`src/rtl/slt_share_arbiter.sv`:
```
// slt_share_arbiter: round-robin arbiter sharing one signed less-than comparator among NREQ requesters.
// Revision 1.0 - initial release.
`default_nettype none

module slt_share_arbiter #(
  parameter  int WIDTH = 3,
  parameter  int NREQ  = 4,
  localparam int IDW   = $clog2(NREQ)
) (
  input  logic                  CLK,
  input  logic                  ASYNCRESETN,
  input  logic [NREQ-1:0]       req_valid,
  output logic [NREQ-1:0]       req_ready,
  input  logic [NREQ*WIDTH-1:0] req_in0,
  input  logic [NREQ*WIDTH-1:0] req_in1,
  output logic                  rsp_valid,
  input  logic                  rsp_ready,
  output logic                  rsp_lt,
  output logic [IDW-1:0]        rsp_id
);

  logic [IDW-1:0]          ptr;
  logic [IDW-1:0]          grant_id;
  logic                    grant_found;
  logic [IDW:0]            scan_sum;
  logic [IDW-1:0]          scan_idx;
  logic                    can_accept;
  logic                    accept;
  logic signed [WIDTH-1:0] op0;
  logic signed [WIDTH-1:0] op1;
  logic                    cmp_lt;
  logic [IDW-1:0]          ptr_next;

  // Scan from ptr upward with wrap; the first valid requester wins.
  always_comb begin
    grant_found = 1'b0;
    grant_id    = '0;
    scan_sum    = '0;
    scan_idx    = '0;
    for (int k = 0; k < NREQ; k++) begin
      scan_sum = {1'b0, ptr} + (IDW+1)'(k);
      if (scan_sum >= (IDW+1)'(NREQ)) begin
        scan_sum = scan_sum - (IDW+1)'(NREQ);
      end
      scan_idx = scan_sum[IDW-1:0];
      if (!grant_found && req_valid[scan_idx]) begin
        grant_found = 1'b1;
        grant_id    = scan_idx;
      end
    end
  end

  assign can_accept = !rsp_valid || rsp_ready;
  assign accept     = grant_found && can_accept;

  always_comb begin
    req_ready = '0;
    if (accept && ASYNCRESETN) begin
      req_ready[grant_id] = 1'b1;
    end
  end

  assign op0    = req_in0[grant_id*WIDTH +: WIDTH];
  assign op1    = req_in1[grant_id*WIDTH +: WIDTH];
  assign cmp_lt = (op0 < op1);

  assign ptr_next = (grant_id == IDW'(NREQ-1)) ? '0 : grant_id + IDW'(1);

  // A grant reloads the slot even while it drains, so streaming has no bubble.
  always_ff @(posedge CLK or negedge ASYNCRESETN) begin
    if (!ASYNCRESETN) begin
      rsp_valid <= 1'b0;
      rsp_lt    <= 1'b0;
      rsp_id    <= '0;
      ptr       <= '0;
    end else if (accept) begin
      rsp_valid <= 1'b1;
      rsp_lt    <= cmp_lt;
      rsp_id    <= grant_id;
      ptr       <= ptr_next;
    end else if (rsp_ready) begin
      rsp_valid <= 1'b0;
    end
  end

endmodule

`default_nettype wire

```
`config.mk`:
```
export PLATFORM = sky130hd
export DESIGN_NAME = slt_share_arbiter
export DESIGN_NICKNAME = d
export VERILOG_FILES = /design/src/rtl/slt_share_arbiter.sv
export SDC_FILE = /design/constraint.sdc
export NUM_CORES = 1
export LEC_CHECK = 0
export CORE_ASPECT_RATIO = 0.75
export CORE_MARGIN = 2
export CORE_UTILIZATION = 28
export DETAILED_ROUTE_END_ITERATION = 12
export PLACE_DENSITY = 0.68
export SETUP_SLACK_MARGIN = 0.1
export SLEW_MARGIN = 20
export SYNTH_ARGS = -nofsm -noshare
export SYNTH_HDL_FRONTEND = slang
export SYNTH_SLANG_ARGS = --single-unit
```
`constraint.sdc`:
```
create_clock -name CLK -period 3.5 [get_ports CLK]
set_clock_uncertainty 0.1 [all_clocks]
set_input_delay 0.7 -clock CLK [delete_from_list [all_inputs] [get_ports CLK]]
set_output_delay 0.7 -clock CLK [all_outputs]
set_load 0.1 [all_outputs]
```
==> flow_summary.json, run 1 <==
{
  "status": "complete, no violations",
  "vias_per_cell": 4.79,
  "io_buffer_count": 38,
  "cts_buffer_depth": 2,
  "netlist_instances": 83,
  "grt.busiest_layer": "met2",
  "drive_above_1_share_pct": 18.4,
  "via_count": 718,
  "p_total_w": 0.000644,
  "grt_max_degree": 11,
  "met3_usage_pct": 2.56,
  "synth_top_area_share_pct": 22.9,
  "cts_resized": 0,
  "grt_util_met1_pct": 17.7,
  "num_rows": 15,
  "cts_tree": "done",
  "fmax_mhz": 308,
  "synthToLayoutAreaGrowth_pct": 71.8,
  "multiInputGateArea_um2": 473,
  "p_int_w": 0.000306,
  "fill_cells": 209,
  "h-tree-depth": 1,
  "routed_wl_mm": 1.73,
  "rsz0062_at_grt": "false",
  "power_density_mw_per_mm2": 571,
  "leakagePower_nw": 0.505,
  "cts-root-buf": "clkbuf_4",
  "cp.arrival_ns": 2.44,
  "seq_area_um2": 150,
  "grt_use_met2_pct": 21.1,
  "cts_setup_buffers": 0,
  "p_comb_share_pct": 72.4,
  "cp-end-kind": "output port",
  "setup.worst_path.start_class": "input port",
  "finalSetupViolCount": 0,
  "first_iter_violations": 21,
  "ir_drop_uv": 428,
  "clkTransAtPathRegs_ns": 0.05,
  "worst_pin_slew_ns": 0.387,
  "grt_overflow": 0,
  "netSwitchingPower_w": 0.000338,
  "antenna_found_initial": 0,
  "netSwitchingFraction_pct": 52.5,
  "period_needed_ns": 3.24,
  "grt_pass1_vias": 658,
  "ant_nets": 0,
  "syn_avg_cell_area_um2": 7.91,
  "fin_crit_sh_pct": 92.6,
  "timing_hold_violations_final": 0,
  "ys_seq_area_share_pct": 22.9,
  "synth_fp_nets": 120,
  "synth_seq_cells": 6,
  "dieArea_mm2": 0.00275,
  "timing.final.max_slew_violations": 0,
  "numClockSinks": 6,
  "synth_top_cell_by_area": "dfrtp_1",
  "dp_hpwl_mm": 1.45,
  "coreArea_mm2": 0.00225,
  "slew_headroom_pct": 74.1,
  "hold_path.class": "reg2reg",
  "synth_top_cells_by_area": "dfrtp_1, ha_1, nand2_1, mux2i_1, and3_1",
  "hold_buffers": 0,
  "synth_area_um2": 657,
  "grt_pass1_wl_mm": 2.73,
  "fin_nets": 164,
  "yosysWarnings": 0,
  "ys_types": 29,
  "cp.required_ns": 2.70,
  "insertedDiodeCount": 0,
  "place.gp.congestion": 0.802,
  "die_x_um": 59.9,
  "worstPathMaxFanout": 8,
  "grt_usage_pct": 13.3,
  "clk_latency_ns": 0.24,
  "io_pins": 39,
  "wl_per_cell_um": 11.5,
  "p_clk_share_pct": 9.9,
  "crit_type": "in2out",
  "drt-pass1-iter-count": 4,
  "cts-buffers-inserted": 3,
  "start_util_pct": 29.2,
  "seqPwrFrac_pct": 17.8,
  "die_h_um": 45.9,
  "drc": 0,
  "tns_ns": 0,
  "cap_violations": 0
}
[area by class of cell]
type	count	area share, %
multi-input cells	70	41.9
repair buffers	41	38.4
inverters	5	1.66
clock buffers	3	2.00
well taps	25	2.77
flip-flops and latches	6	13.3
[worst max-delay path: stages]
cell,delay [ns]
clkdlybuf4s50_1,0.53
mux2i_1,0.09
o2bb2ai_1,0.19
nor2_4,0.24
inv_2,0.11
ha_1,0.21
and3_1,0.19
buf_12,0.17
[cell usage in the layout (no fill, tap or decap), drive strengths merged]
master | synthesis | layout
nor3b | 1 | 1
and2 | 2 | 2
nor4 | 1 | 1
clkdlybuf4s50 | 0 | 30
nand3 | 2 | 2
a21oi | 4 | 4
inv | 5 | 5
o2bb2ai | 1 | 1
mux2 | 2 | 2
buf | 1 | 11
a21o | 2 | 2
a31oi | 2 | 2
a211oi | 2 | 2
and2b | 1 | 1
o32ai | 1 | 1
ha | 6 | 6
and3 | 4 | 4
and3b | 1 | 1
o21ai | 9 | 9
dfrtp | 6 | 6
clkbuf | 1 | 3
nand2b | 3 | 3
nor2 | 7 | 7
nand2 | 14 | 14
nand4 | 1 | 1
mux2i | 4 | 4
[Yosys cell counts, drive strengths merged]
master,count
nand4,1
o21ai,9
and2b,1
mux2i,4
nand3,2
inv,5
nor3b,1
a21oi,4
and3b,1
o32ai,1
o2bb2ai,1
buf,1
ha,6
and3,4
a31oi,2
nand2b,3
dfrtp,6
mux2,2
nor4,1
nand2,14
and2,2
a21o,2
clkbuf,1
a211oi,2
nor2,7
[state kept, by name, indices dropped and copies added, names as in the netlist]
register   cells
rsp_lt         1
rsp_id         2
ptr            2
rsp_valid      1
[kinds of logic after synthesis]
kind of cell	synth area share, %
AO/OA/AOI/OAI	19.6
adder cells (fa/ha/maj)	11.4
buffers and inverters	5.14
flip-flops	22.9
multiplexers	9.52
AND/OR/NAND/NOR	31.4
[stage by stage]
stage                     hold WS (ns)  util, %  worst slack (ns)  cell area, um^2  cells
after floorplan                  0.304        -             0.460              657     83
after global placement           0.370     49.1             0.276             1110    147
after detailed placement         0.371     49.1             0.238             1110    147
after CTS                        0.385     50.1             0.232             1130    150
after global routing             0.425     50.1             0.146             1130    150
final                            0.388     50.1             0.258             1130    150
[metal layers]
layer | vias to the layer above | routed length (um)
li1 | 378 | -
met1 | 327 | 825
met2 | 13 | 823
met3 | 0 | 77
met4 | 0 | 0
met5 | - | 0
[power groups by stage]
stage,logic (W),registers [W],clock network (W)
after floorplan,0.000244,0.000212,0
after CTS,0.000471,0.000114,0.0000663
final,0.000466,0.000115,0.0000635
after global routing,0.000512,0.000119,0.0000696
after detailed placement,0.000466,0.000115,0
after global placement,0.000465,0.000114,0
[path summary, 6_finish.rpt]
kind,startpoint,end,slack (ns),cells after the start
hold reg to reg,rsp_id[0],rsp_id[0],0.39,1
setup reg to reg,ptr[1],rsp_lt,1.19,10
min in group asynchronous,ASYNCRESETN,rsp_lt,0.65,1
hold / removal,rsp_id[0],rsp_id[0],0.39,1
setup / recovery,req_valid[3],req_ready[2],0.26,8
max in group asynchronous,ASYNCRESETN,rsp_valid,2.38,1
No activity file was read; power rests on OpenSTA's default activity.
==> run 2: changes to the inputs <==
--- a/config.mk
+++ b/config.mk
@@ -6,7 +6,6 @@
 export NUM_CORES = 1
 export LEC_CHECK = 0
 export CORE_ASPECT_RATIO = 0.75
-export CORE_MARGIN = 2
 export CORE_UTILIZATION = 28
 export DETAILED_ROUTE_END_ITERATION = 12
 export PLACE_DENSITY = 0.68
==> flow_summary.json, run 2 (synthesized netlist as in run 1, its figures left out) <==
{
  "ir_drop_uv": 364,
  "power_density_mw_per_mm2": 582,
  "fmax_mhz": 304,
  "seqPwrFrac_pct": 17.4,
  "final_area_mm2": 0.00115,
  "pre_cts_slack_ns": 0.182,
  "whs_path_depth": 1,
  "worst_pin_slew_ns": 0.418,
  "start_util_pct": 31.3,
  "hold_buffers": 0,
  "rsz0062_at_grt": "false",
  "setup_ws_ns": 0.213,
  "grt_usage_pct": 15.9,
  "hold_path.class": "reg2reg",
  "finalSetupViolCount": 0,
  "cp.arrival_ns": 2.49,
  "drive_above_1_share_pct": 19.7,
  "slew_headroom_pct": 71.9,
  "fin_crit_sh_pct": 93.9,
  "grt_overflow": 0,
  "cp-end-kind": "output port",
  "clkTransAtPathRegs_ns": 0.04,
  "cts-buffers-inserted": 3,
  "crit_type": "in2out",
  "cts_setup_buffers": 0,
  "cp.depth": 8,
  "tns_ns": 0,
  "fill_cells": 202,
  "routed_wl_mm": 1.91,
  "die_h_um": 43.9,
  "dp_hpwl_mm": 1.58,
  "cts_tree": "done",
  "antenna_found_initial": 0,
  "timing_hold_violations_final": 0,
  "drc": 3,
  "wl_per_cell_um": 12.6,
  "p_comb_share_pct": 73.6,
  "drt-pass1-iter-count": 8,
  "via_count": 741,
  "whs_ns": 0.398,
  "coreArea_mm2": 0.00210,
  "cp_top_family": "buffers and inverters",
  "p_total_w": 0.000672,
  "io_pins": 39,
  "final_cell_mix": "clkdlybuf4s50_1, nand2_1, buf_4",
  "dieArea_mm2": 0.00255,
  "grt_pass1_vias": 720,
  "h-tree-depth": 1,
  "cap_violations": 0,
  "setup.worst_path.start_class": "input port",
  "netSwitchingPower_w": 0.000347,
  "netSwitchingFraction_pct": 51.7,
  "p_int_w": 0.000325,
  "grt_max_degree": 13,
  "synthToLayoutAreaGrowth_pct": 75.8,
  "numClockSinks": 6,
  "leakagePower_nw": 0.520,
  "grt_pass1_wl_mm": 3.05,
  "insertedDiodeCount": 0,
  "cts_buffer_depth": 2,
  "ant_nets": 0,
  "slowest_stage": "clkdlybuf4s50_1",
  "post_dp_cell_area_mm2": 0.00110,
  "worstPathMaxFanout": 8,
  "die_x_um": 57.9,
  "fin_nets": 166,
  "cts_resized": 0,
  "startpoint": "req_valid[3]",
  "hp-start": "rsp_id[0]",
  "violations": "design-rule violations",
  "period_needed_ns": 3.29,
  "timing.final.max_slew_violations": 0,
  "layout_commonest_cell": "clkdlybuf4s50_1",
  "crit_chain": "clkdlybuf4s50_1 > mux2i_1 > o2bb2ai_1 > nor2_4 > inv_2 > ha_1 > and3_1 > buf_12",
  "cts-root-buf": "clkbuf_4",
  "status": "finished with violations",
  "slowest_delay_ns": 0.55,
  "clk_latency_ns": 0.24,
  "vias_per_cell": 4.91,
  "cp.required_ns": 2.70,
  "reg2reg_depth": 10,
  "p_clk_share_pct": 9.0,
  "num_rows": 14,
  "reg.largest.list": "ptr: 2 flops, rsp_id: 2 flops",
  "io_buffer_count": 38,
  "place.gp.congestion": 0.751,
  "worst-path-buf-inv": 3,
  "r2r-start": "ptr[1]",
  "first_iter_violations": 13
}
[run 2: cell count changes in the layout (fill, tap and decap cells not counted), sizes merged]
cell and change:
buf +2
[run 2: power groups by stage]
stage,Clock [W],Sequential [W],Combinational (W)
final,0.0000605,0.000117,0.000494
after global routing,0.0000709,0.000122,0.000536
after CTS,0.0000624,0.000116,0.000475
after detailed placement,0,0.000117,0.000472
after global placement,0,0.000115,0.000463
after floorplan,0,0.000212,0.000244
[run 2: worst paths after layout]
check | to | slack (ns)
max | req_ready[2] | 0.21
max in group asynchronous | rsp_lt | 2.41
min in group asynchronous | rsp_id[1] | 0.64
min | rsp_id[0] | 0.40
max reg2reg | rsp_lt | 1.11
min reg2reg | rsp_id[0] | 0.40
[run 2: area by class of cell]
type / instances / area [um^2] / share of cell area, %
inverters: 5 / 18.8 / 1.63
multi-input cells: 70 / 473 / 41.0
repair buffers: 43 / 460 / 39.9
clock buffers: 3 / 22.5 / 1.95
flip-flops and latches: 6 / 150 / 13.0
well taps: 24 / 30.0 / 2.60
[run 2: through the flow]
step                      cells  utilization (%)
after global routing        151             54.9
after global placement      146             52.6
after floorplan              83                -
after detailed placement    146             52.6
final                       151             54.9
after CTS                   149             53.6
[run 2: per-layer routing]
layer  part of all wire [%]  wire, um  vias to the layer above  track usage, %
li1                       -         -                      383               -
met1                     45       867                      332            20.8
met2                     46       880                       26            25.7
met3                    8.4       161                        0            5.97
met4                      0         0                        0            1.90
met5                      0         0                        -               0
